===== config.mk =====
export PLATFORM = sky130hd
export DESIGN_NAME = asg_serial_mul
export DESIGN_NICKNAME = d
export VERILOG_FILES = /design/src/rtl/asg_pkg.sv /design/src/rtl/asg_serial_mul.sv
export SDC_FILE = /design/constraint.sdc
export NUM_CORES = 1
export LEC_CHECK = 0
export CAP_MARGIN = 20
export CORE_MARGIN = 1.5
export CORE_UTILIZATION = 30
export DETAILED_ROUTE_END_ITERATION = 10
export GPL_TIMING_DRIVEN = 1
export PLACE_DENSITY = 0.49
export SKIP_CTS_REPAIR_TIMING = 1
export SLEW_MARGIN = 20
export SYNTH_ARGS = -nofsm -noshare
export SYNTH_HDL_FRONTEND = slang
export SYNTH_SLANG_ARGS = --single-unit
export TNS_END_PERCENT = 50

===== constraint.sdc =====
create_clock -name clk -period 8.1 [get_ports clk]
set_input_delay 0.81 -clock clk [delete_from_list [all_inputs] [get_ports clk]]
set_output_delay 0.81 -clock clk [all_outputs]
set_load 0.02 [all_outputs]

===== src/rtl/asg_pkg.sv =====
// Shared types and constants for the arithmetic-sequence checker.
//   ASG_W            : term / a1 / d / n width
//   ASG_ACC_W        : accumulator and closed-form arithmetic width
//   asg_chk_state_t  : checker FSM state encoding
//   asg_sext         : sign-extend a term-width value to accumulator width
package asg_pkg;

  localparam int unsigned ASG_W     = 32;
  localparam int unsigned ASG_ACC_W = 64;

  typedef enum logic [1:0] {
    IDLE    = 2'd0,
    COLLECT = 2'd1,
    COMPUTE = 2'd2,
    REPORT  = 2'd3
  } asg_chk_state_t;

  function automatic logic [ASG_ACC_W-1:0] asg_sext(input logic [ASG_W-1:0] x);
    return {{(ASG_ACC_W - ASG_W){x[ASG_W-1]}}, x};
  endfunction

endpackage : asg_pkg


===== src/rtl/asg_serial_mul.sv =====
// Unsigned shift-add multiplier, low ACC_W bits of the product only.
// One load cycle (start accepted while idle) then ACC_W iterations; done
// pulses for one cycle with p valid and p holds until the next load.
// A new start is accepted in the done cycle, so products run back-to-back.
//   clk, rst : clock, asynchronous active-high reset
//   start    : load a/b when not busy
//   abort    : drop any product in progress (wins over start)
//   a, b     : operands
//   busy     : product in progress
//   done     : one-cycle completion pulse
//   p        : product (mod 2^ACC_W)
module asg_serial_mul
  import asg_pkg::*;
#(
  parameter int unsigned ACC_W = ASG_ACC_W
) (
  input  logic             clk,
  input  logic             rst,
  input  logic             start,
  input  logic             abort,
  input  logic [ACC_W-1:0] a,
  input  logic [ACC_W-1:0] b,
  output logic             busy,
  output logic             done,
  output logic [ACC_W-1:0] p
);

  localparam int unsigned CNT_W = $clog2(ACC_W);

  logic             busy_q,   busy_d;
  logic             done_q,   done_d;
  logic [ACC_W-1:0] acc_q,    acc_d;
  logic [ACC_W-1:0] mcand_q,  mcand_d;
  logic [ACC_W-1:0] mplier_q, mplier_d;
  logic [CNT_W-1:0] cnt_q,    cnt_d;

  // Load / iterate / abort control.
  always_comb begin
    busy_d   = busy_q;
    done_d   = 1'b0;
    acc_d    = acc_q;
    mcand_d  = mcand_q;
    mplier_d = mplier_q;
    cnt_d    = cnt_q;

    if (abort) begin
      busy_d = 1'b0;
      cnt_d  = '0;
    end else if (start && !busy_q) begin
      acc_d    = '0;
      mcand_d  = a;
      mplier_d = b;
      cnt_d    = '0;
      busy_d   = 1'b1;
    end else if (busy_q) begin
      if (mplier_q[0]) begin
        acc_d = acc_q + mcand_q;
      end
      mcand_d  = mcand_q << 1;
      mplier_d = mplier_q >> 1;
      cnt_d    = cnt_q + CNT_W'(1);
      if (cnt_q == CNT_W'(ACC_W - 1)) begin
        busy_d = 1'b0;
        done_d = 1'b1;
        cnt_d  = '0;
      end
    end
  end

  always_ff @(posedge clk or posedge rst) begin
    if (rst) begin
      busy_q   <= 1'b0;
      done_q   <= 1'b0;
      acc_q    <= '0;
      mcand_q  <= '0;
      mplier_q <= '0;
      cnt_q    <= '0;
    end else begin
      busy_q   <= busy_d;
      done_q   <= done_d;
      acc_q    <= acc_d;
      mcand_q  <= mcand_d;
      mplier_q <= mplier_d;
      cnt_q    <= cnt_d;
    end
  end

  assign busy = busy_q;
  assign done = done_q;
  assign p    = acc_q;

endmodule : asg_serial_mul


**Word level (Yosys, flattened, before mapping)**

Index checks and enable logic that the tools add are counted.
W data, S select, Z words.

- Add/subtract/negate cells: 2
- $mul: 0
- Divide/modulo/power cells: 0
- Magnitude comparators: 0
- Equality and inequality tests: 1
- Shifts and indexed selects: 0
- Mux-type cells: 19
- Bitwise gates (word level): 1
- Reduce and logical (&&, ||, !) cells: 7

Operators with widths:

| operator | count |
|---|---|
| $mux W64 | 7 |
| $add A64 B64 Y64 | 1 |
| $mux W6 | 4 |
| $mux W1 | 8 |
| $add A6 B1 Y6 const B | 1 |
| $eq A6 B6 Y1 const B | 1 |
| $reduce_bool A2 Y1 | 2 |
| $reduce_and A3 Y1 | 1 |
| $reduce_bool A3 Y1 | 1 |
| $reduce_and A2 Y1 | 1 |
| $logic_and A1 B1 Y1 | 1 |
| $logic_not A1 Y1 | 1 |
| $not A1 Y1 | 1 |

- Register bits after elaboration: 200
- Latch bits: 0
- RAM bits: 0
- Bits in read-only memories: 0
- Output and inout port bits: 66
- Memories: 0

**Logic depth before layout (Yosys ltp)**

Gate-level depths: netlist of the first run.

- Word-level depth: 5
- Depth in mapped cells: 13

**Worst setup path before layout of the first run**

No wires, ideal clock.

- Path type: flip-flop to flip-flop
- Start point: register acc_q[0] (netlist: p[0])
- End point: register acc_q[50] (netlist: p[50])
- Setup time: 130 ps
- Arrival: 2,935 ps
- Data required time: 7,970 ps
- Path slack: 5,036 ps
- Cell stages (with the launch flop): 14
- Cell sequence: dfrtp_1 -> ha_1 -> inv_1 -> fa_1 -> nor2b_1 -> o2111ai_1 -> a211oi_1 -> o211ai_1 -> a2111oi_0 -> nor2_1 -> o31ai_2 -> a21boi_0 -> xnor2_1 -> o21ai_1

- Longest elaborated chain between the ends: 4

Ends and longest elaborated chain:

| item | RTL line | text |
|---|---|---|
| start, declared | asg_serial_mul.sv:32 | `logic [ACC_W-1:0] acc_q, acc_d;` |
| start signal, assigned | asg_serial_mul.sv:74 | `acc_q <= '0;` |
| start signal, assigned | asg_serial_mul.sv:81 | `acc_q <= acc_d;` |
| $add A64 B64 Y64 | asg_serial_mul.sv:57 | `acc_d = acc_q + mcand_q;` |
| $mux W64 | asg_serial_mul.sv:56 | `if (mplier_q[0]) begin` |
| $mux W64 | asg_serial_mul.sv:55 | `end else if (busy_q) begin` |
| $mux W64 | asg_serial_mul.sv:49 | `end else if (start && !busy_q) begin` |

Every way passes these cells. The select of a mux whose other input is x is not followed.
A chain may end at the register's enable or synchronous reset.

**Worst setup path in the final report of the first run**

Same ends and word-level chain as after synthesis.

==> flow_summary_export.csv, run 1 <==
group,metric,value,unit
route,vias,9944,
route,drcViolationCount,0,
place,dpl_cell_area,0.0145,mm²
synth,syn_area,0.0121,mm²
power,internal_power,2200,µW
power,p_sw,1210,µW
clock_network,cts_root_buffer,"clkbuf_16",
worst_setup_path,crit_path_end_kind,"register",
power,swShare,0.355,
worst_setup_path,critPathArrivalTime,4.26,ns
timing,finalCritPeriodShare,0.485,
synth,ys_ff_latch,200,
route,via_per_inst,4.90,
power,ir_drop,0.129,mV
timing,fin_crit,3.93,ns
clock_network,path_clk_slew,0.08,ns
min_path,min_path_type,"reg2reg",
die,start_util,0.304,
clock_network,clock_path_buffers,2,
worst_setup_path,cpPeakStageDelay,0.59,ns
worst_setup_path,cp-endpoint,"p[50]$_DFFE_PP0P_",
worst_setup_path,crit_chain,"ha_1 > inv_1 > fa_1 > nor2b_1 > o2111ai_1 > a211oi_1 > o211ai_1 > a2111oi_0 > nor2_1 > o31ai_2 > a21boi_0 > xnor2_1 > o21ai_1",
job,max_cap_viol_count,0,
grt,grt_util_met3,0.0575,
clock_network,clk_latency,0.46,ns
clock_network,clkSinkCount,200,
worst_setup_path,r2r_end,"p[50]$_DFFE_PP0P_",
timing,finalHoldViolations,0,
timing,fmax,254,MHz
timing,maxSlewViolCount,0,
synth,ys.flop_type,"dfrtp_1",
worst_setup_path,r2r-start,"p[0]$_DFFE_PP0P_",
worst_setup_path,required,8.43,ns
final_layout,drive_above_1_share,0.0432,
die,fp.coreArea,0.0397,mm²
synth,synth-edff-count,0,
timing,finClkSkew,0.0118,ns
final_layout,final_area,0.0152,mm²
final_layout,final_nets,1687,
timing,setup_slack,4.17,ns
die,dieArea,0.0415,mm²
worst_setup_path,path_class,"reg2reg",
synth,synth_cell_types,64,
worst_setup_path,r2r_slack,4.17,ns
worst_setup_path,crit_fanout,3,
place,place_congestion,0.808,
grt,track_usage,0.162,
route,wl,33.1,mm
grt,top_usage_layer,"met2",
grt,grtUsageMet1,0.219,
final_layout,mostFrequentLayoutCell,"nand2_1",
power,power_frac_comb,0.323,
route,final_antenna_net_count,0,
synth,async_reset_ff_frac,1.00,
power,total_power,3400,µW
clock_network,h-tree-depth,4,
clock_network,numCtsBuffers,17,
timing,worst_slew_pin_slew,0.940,ns
synth,synthesis.nets,1542,
timing,rsz0062_at_grt,"no",
synth,avgSynthCellArea,8.99,µm²
timing,timing.setup.tns,0,ns
final_layout,areaGrowthSynthToFinish,25.6,%
worst_setup_path,crit_path_start_kind,"register",
die,ios,198,
timing,setup_viol,0,
route,drtIter0Drc,433,
final_layout,final_cell_mix,"nand2_1 (253), o21ai_0 (212), dfrtp_1 (200)",
synth,seq_area_frac_synth,0.414,
timing,slew_headroom,0.373,
worst_setup_path,startpoint,"p[0]$_DFFE_PP0P_",
worst_setup_path,crit_slowest_cell,"a211oi_1",
grt,grtUsageMet2,0.247,
grt,grt_max_degree,133,
die,die_width,204,µm
worst_setup_path,worstRegToRegCells,13,
status,outcome,"finished, final reports clean",
synth,synthCells,1345,
final_layout,n_antenna_cell,0,
route,first_pass_iters,5,
die,die_h,204,µm
place,dp_hpwl,24.3,mm
power,powerDensity,224,mW/mm²
grt,grt_first_pass_wirelength,53.5,mm
grt,grt_overflow,0,
synth,yosysWarnings,0,
power,leakage,0.00675,µW
grt,antenna_found_initial,6,
place,numPortBuffers,197,
route,wl_per_cell,16.3,µm
power,pwr-share-seq,0.393,
clock_network,cts_tree,"done",
place,pre_cts_slack,4.15,ns
power,clkPwrFrac,0.285,
grt,grt_pass1_vias,9893,
die,core.rowCount,73,
cell usage after synthesis, types with 3 or more instances:
master	instances	share of area
a2111oi_0	3	0.0022
a211oi_1	3	0.0019
a21o_1	37	0.023
a21oi_1	70	0.029
a31o_2	5	0.0036
a31oi_1	9	0.0047
a32o_1	3	0.0025
and2_1	7	0.0036
and3_1	15	0.0078
buf_1	11	0.0034
buf_2	5	0.0021
clkbuf_1	62	0.019
dfrtp_1	200	0.41
ha_1	64	0.066
inv_1	17	0.0053
mux2i_1	125	0.10
nand2_1	254	0.079
nand2b_1	7	0.0036
nand3_1	21	0.0087
nand4_1	8	0.0041
nor2_1	47	0.015
nor2b_1	11	0.0057
nor3_1	3	0.0012
o211ai_1	4	0.0025
o21a_1	4	0.0025
o21ai_0	212	0.088
o21ai_1	20	0.0083
o21bai_1	9	0.0056
o31ai_1	3	0.0019
xnor2_1	33	0.024
xor2_1	28	0.020
cell type report:
| cell class | instances | area (µm²) |
|---|---|---|
| Clock buffer | 17 | 425 |
| Clock inverter | 15 | 234 |
| Fill cell | 4016 | 24500 |
| Inverter | 17 | 71.3 |
| Multi-Input combinational cell | 1049 | 6740 |
| Sequential cell | 200 | 5000 |
| Tap cell | 525 | 657 |
| Timing Repair Buffer | 205 | 2060 |
power groups by stage:
stage	sequential (µW)	combinational [µW]	clock (µW)
floorplan	1370	704	0
global placement	1360	1090	0
detailed placement	1360	1100	0
CTS	1340	1110	1010
global route	1370	1240	1040
finish	1340	1100	969
routing by layer:
| layer | part of all wire | wire (µm) |
|---|---|---|
| met4 | 0.010 | 344 |
| met2 | 0.44 | 14600 |
| met5 | 0.0023 | 76 |
| met3 | 0.069 | 2290 |
| met1 | 0.48 | 15800 |
worst min-delay path by stage:
stage                             start                  endpoint  slack (ns)  cells after the start
3_5_place_dp    mplier_q[2]$_DFFE_PP0P_   mplier_q[2]$_DFFE_PP0P_        0.47                      2
3_3_place_gp   mplier_q[11]$_DFFE_PP0P_  mplier_q[11]$_DFFE_PP0P_        0.46                      2
2_1_floorplan      cnt_q[5]$_DFFE_PP0P_      cnt_q[5]$_DFFE_PP0P_        0.45                      1
5_1_grt        mplier_q[11]$_DFFE_PP0P_  mplier_q[11]$_DFFE_PP0P_        0.52                      2
4_1_cts        mplier_q[16]$_DFFE_PP0P_  mplier_q[16]$_DFFE_PP0P_        0.49                      2
6_report       mplier_q[16]$_DFFE_PP0P_  mplier_q[16]$_DFFE_PP0P_        0.48                      2
critical path: cells and delay by family (launching register included):
family / cells / cell delay, ns
compound gates: 7 / 2.19
fa+ha+maj: 2 / 0.57
simple gates: 2 / 0.41
flops: 1 / 0.39
xor+xnor: 1 / 0.18
buf+inv: 1 / 0.06
state kept, by name (all words and copies together), names as in the netlist:
| signal | cells |
|---|---|
| busy | 1 |
| cnt_q | 6 |
| done | 1 |
| mcand_q | 64 |
| mplier_q | 64 |
| p | 64 |
cells by family after synthesis:
family / Yosys count / synth area share
AOI/OAI and AO/OA: 414 / 0.205
and+or+nand+nor: 384 / 0.135
DFF: 200 / 0.414
muxes: 125 / 0.103
buffers and inverters: 96 / 0.0306
adders and majority gates: 65 / 0.0679
xor gates and xnor gates: 61 / 0.0442
stage by stage:
stage | util | hold slack, ns | instances
final | 0.382 | 0.482 | 2028
after CTS | 0.382 | 0.488 | 2027
after detailed placement | 0.365 | 0.469 | 1995
after global placement | 0.365 | 0.460 | 1995
after floorplan | - | 0.446 | 1345
after global routing | 0.382 | 0.515 | 2028
(Power assumes the default switching activity.)
==> run 2: changes to the inputs <==
- clock period: 8.1 -> 3.7 ns (I/O delays scaled with it)
==> flow_summary_export.csv, run 2 (synthesis gave the netlist of run 1 again) <==
group,metric,value,unit
grt,grt_max_degree,102,
die,ios,198,
clock_network,cts_tree,"done",
timing,setup_slack,0.249,ns
worst_setup_path,crit_fanout,4,
grt,grt_overflow,0,
die,start_util,0.304,
timing,fmax,290,MHz
timing,finClkSkew,0.0137,ns
worst_setup_path,critPathArrivalTime,3.83,ns
route,via_per_inst,4.92,
worst_setup_path,crit_path_end_kind,"register",
timing,finalCritPeriodShare,0.933,
clock_network,numCtsBuffers,17,
clock_network,h-tree-depth,4,
status,outcome,"finished, final reports clean",
place,place_congestion,0.805,
worst_setup_path,crit_chain,"ha_1 > inv_1 > fa_1 > nor2b_1 > o2111ai_1 > a211oi_1 > buf_4 > o21ai_0 > a31o_1 > o41ai_4 > o2bb2ai_1 > a31oi_1 > xor2_1 > o21ai_1",
worst_setup_path,r2r-start,"mcand_q[0]$_DFFE_PP0P_",
route,final_antenna_net_count,0,
power,swShare,0.363,
power,internal_power,4600,µW
timing,setup_viol,0,
die,dieArea,0.0415,mm²
place,dp_cells,2001,
route,vias,10003,
timing,slew_headroom,0.459,
power,ir_drop,0.309,mV
grt,grt_first_pass_wirelength,55.2,mm
worst_setup_path,required,4.08,ns
clock_network,clkSinkCount,200,
worst_setup_path,crit_path_start_kind,"register",
grt,antenna_found_initial,4,
timing,maxSlewViolCount,0,
timing,timing.setup.tns,0,ns
power,power_frac_comb,0.336,
place,pre_cts_slack,0.231,ns
die,fp.coreArea,0.0397,mm²
clock_network,clk_latency,0.45,ns
final_layout,drive_above_1_share,0.0458,
job,max_cap_viol_count,0,
power,leakage,0.00673,µW
worst_setup_path,startpoint,"mcand_q[0]$_DFFE_PP0P_",
final_layout,finalNonFillerCells,2034,
grt,grt_pass1_vias,10038,
min_path,min_path_type,"in2async",
route,wl_per_cell,16.4,µm
die,die_h,204,µm
final_layout,areaGrowthSynthToFinish,25.5,%
power,p_sw,2620,µW
die,core.rowCount,73,
die,die_width,204,µm
worst_setup_path,cp_top_family,"compound AO/OA/AOI/OAI gates",
timing,finalHoldViolations,0,
route,drcViolationCount,0,
power,pwr-share-seq,0.403,
timing,rsz0062_at_grt,"no",
place,numPortBuffers,197,
worst_setup_path,crit_buf_inv,2,
final_layout,mostFrequentLayoutCell,"nand2_1",
worst_setup_path,cpPeakStageDelay,0.44,ns
clock_network,clock_path_buffers,2,
route,drtIter0Drc,514,
timing,worst_slew_pin_slew,0.808,ns
timing,holdWs,0.358,ns
place,dp_hpwl,24.6,mm
grt,track_usage,0.167,
clock_network,path_clk_slew,0.08,ns
route,first_pass_iters,5,
power,total_power,7220,µW
worst_setup_path,crit_slowest_cell,"o41ai_4",
power,clkPwrFrac,0.261,
power,powerDensity,476,mW/mm²
timing,fin_crit,3.45,ns
final_layout,final_cell_mix,"nand2_1 (253), o21ai_0 (212), dfrtp_1 (200)",
worst_setup_path,path_class,"reg2reg",
final_layout,final_nets,1692,
clock_network,cts_root_buffer,"clkbuf_16",
route,wl,33.4,mm
run 2: layout make-up:
cell class / count / area [µm²]
Timing Repair Buffer: 210 / 2130
Sequential cell: 200 / 5000
Clock buffer: 18 / 429
Multi-Input combinational cell: 1049 / 6750
Antenna cell: 1 / 2.50
Tap cell: 525 / 657
Fill cell: 4079 / 24600
Inverter: 17 / 67.6
Clock inverter: 14 / 136
run 2: path summary, 6_finish.rpt:
path	to	slack (ns)	cells after the start
setup / recovery	p[56]$_DFFE_PP0P_	0.25	14
hold / removal	mplier_q[35]$_DFFE_PP0P_	0.36	2
setup reg to reg	p[56]$_DFFE_PP0P_	0.25	14
hold reg to reg	mplier_q[42]$_DFFE_PP0P_	0.48	2
max in group asynchronous	mcand_q[31]$_DFFE_PP0P_	2.44	3
min in group clk	mplier_q[42]$_DFFE_PP0P_	0.48	2
run 2: power by group through the flow:
stage | clock network [µW] | registers [µW] | logic [µW]
floorplan | 0 | 2990 | 1540
detailed placement | 0 | 2960 | 2450
CTS | 1970 | 2920 | 2460
global route | 2040 | 2980 | 2750
global placement | 0 | 2950 | 2430
finish | 1880 | 2910 | 2430
run 2: per-stage QoR:
| step | instance area [µm²] | utilization |
|---|---|---|
| 5_1_grt | 15200 | 0.382 |
| 4_1_cts | 15200 | 0.382 |
| 3_3_place_gp | 14600 | 0.368 |
| 6_report | 15200 | 0.382 |
| 2_1_floorplan | 12100 | - |
| 3_5_place_dp | 14600 | 0.368 |
run 2: layer usage:
layer | wire [µm] | up-vias | global-route usage
met4 | 255 | 6 | 0.0278
met1 | 16100 | 4758 | 0.229
met2 | 15000 | 169 | 0.260
met3 | 2000 | 16 | 0.0511
li1 | - | 5054 | -
met5 | 41 | - | 0
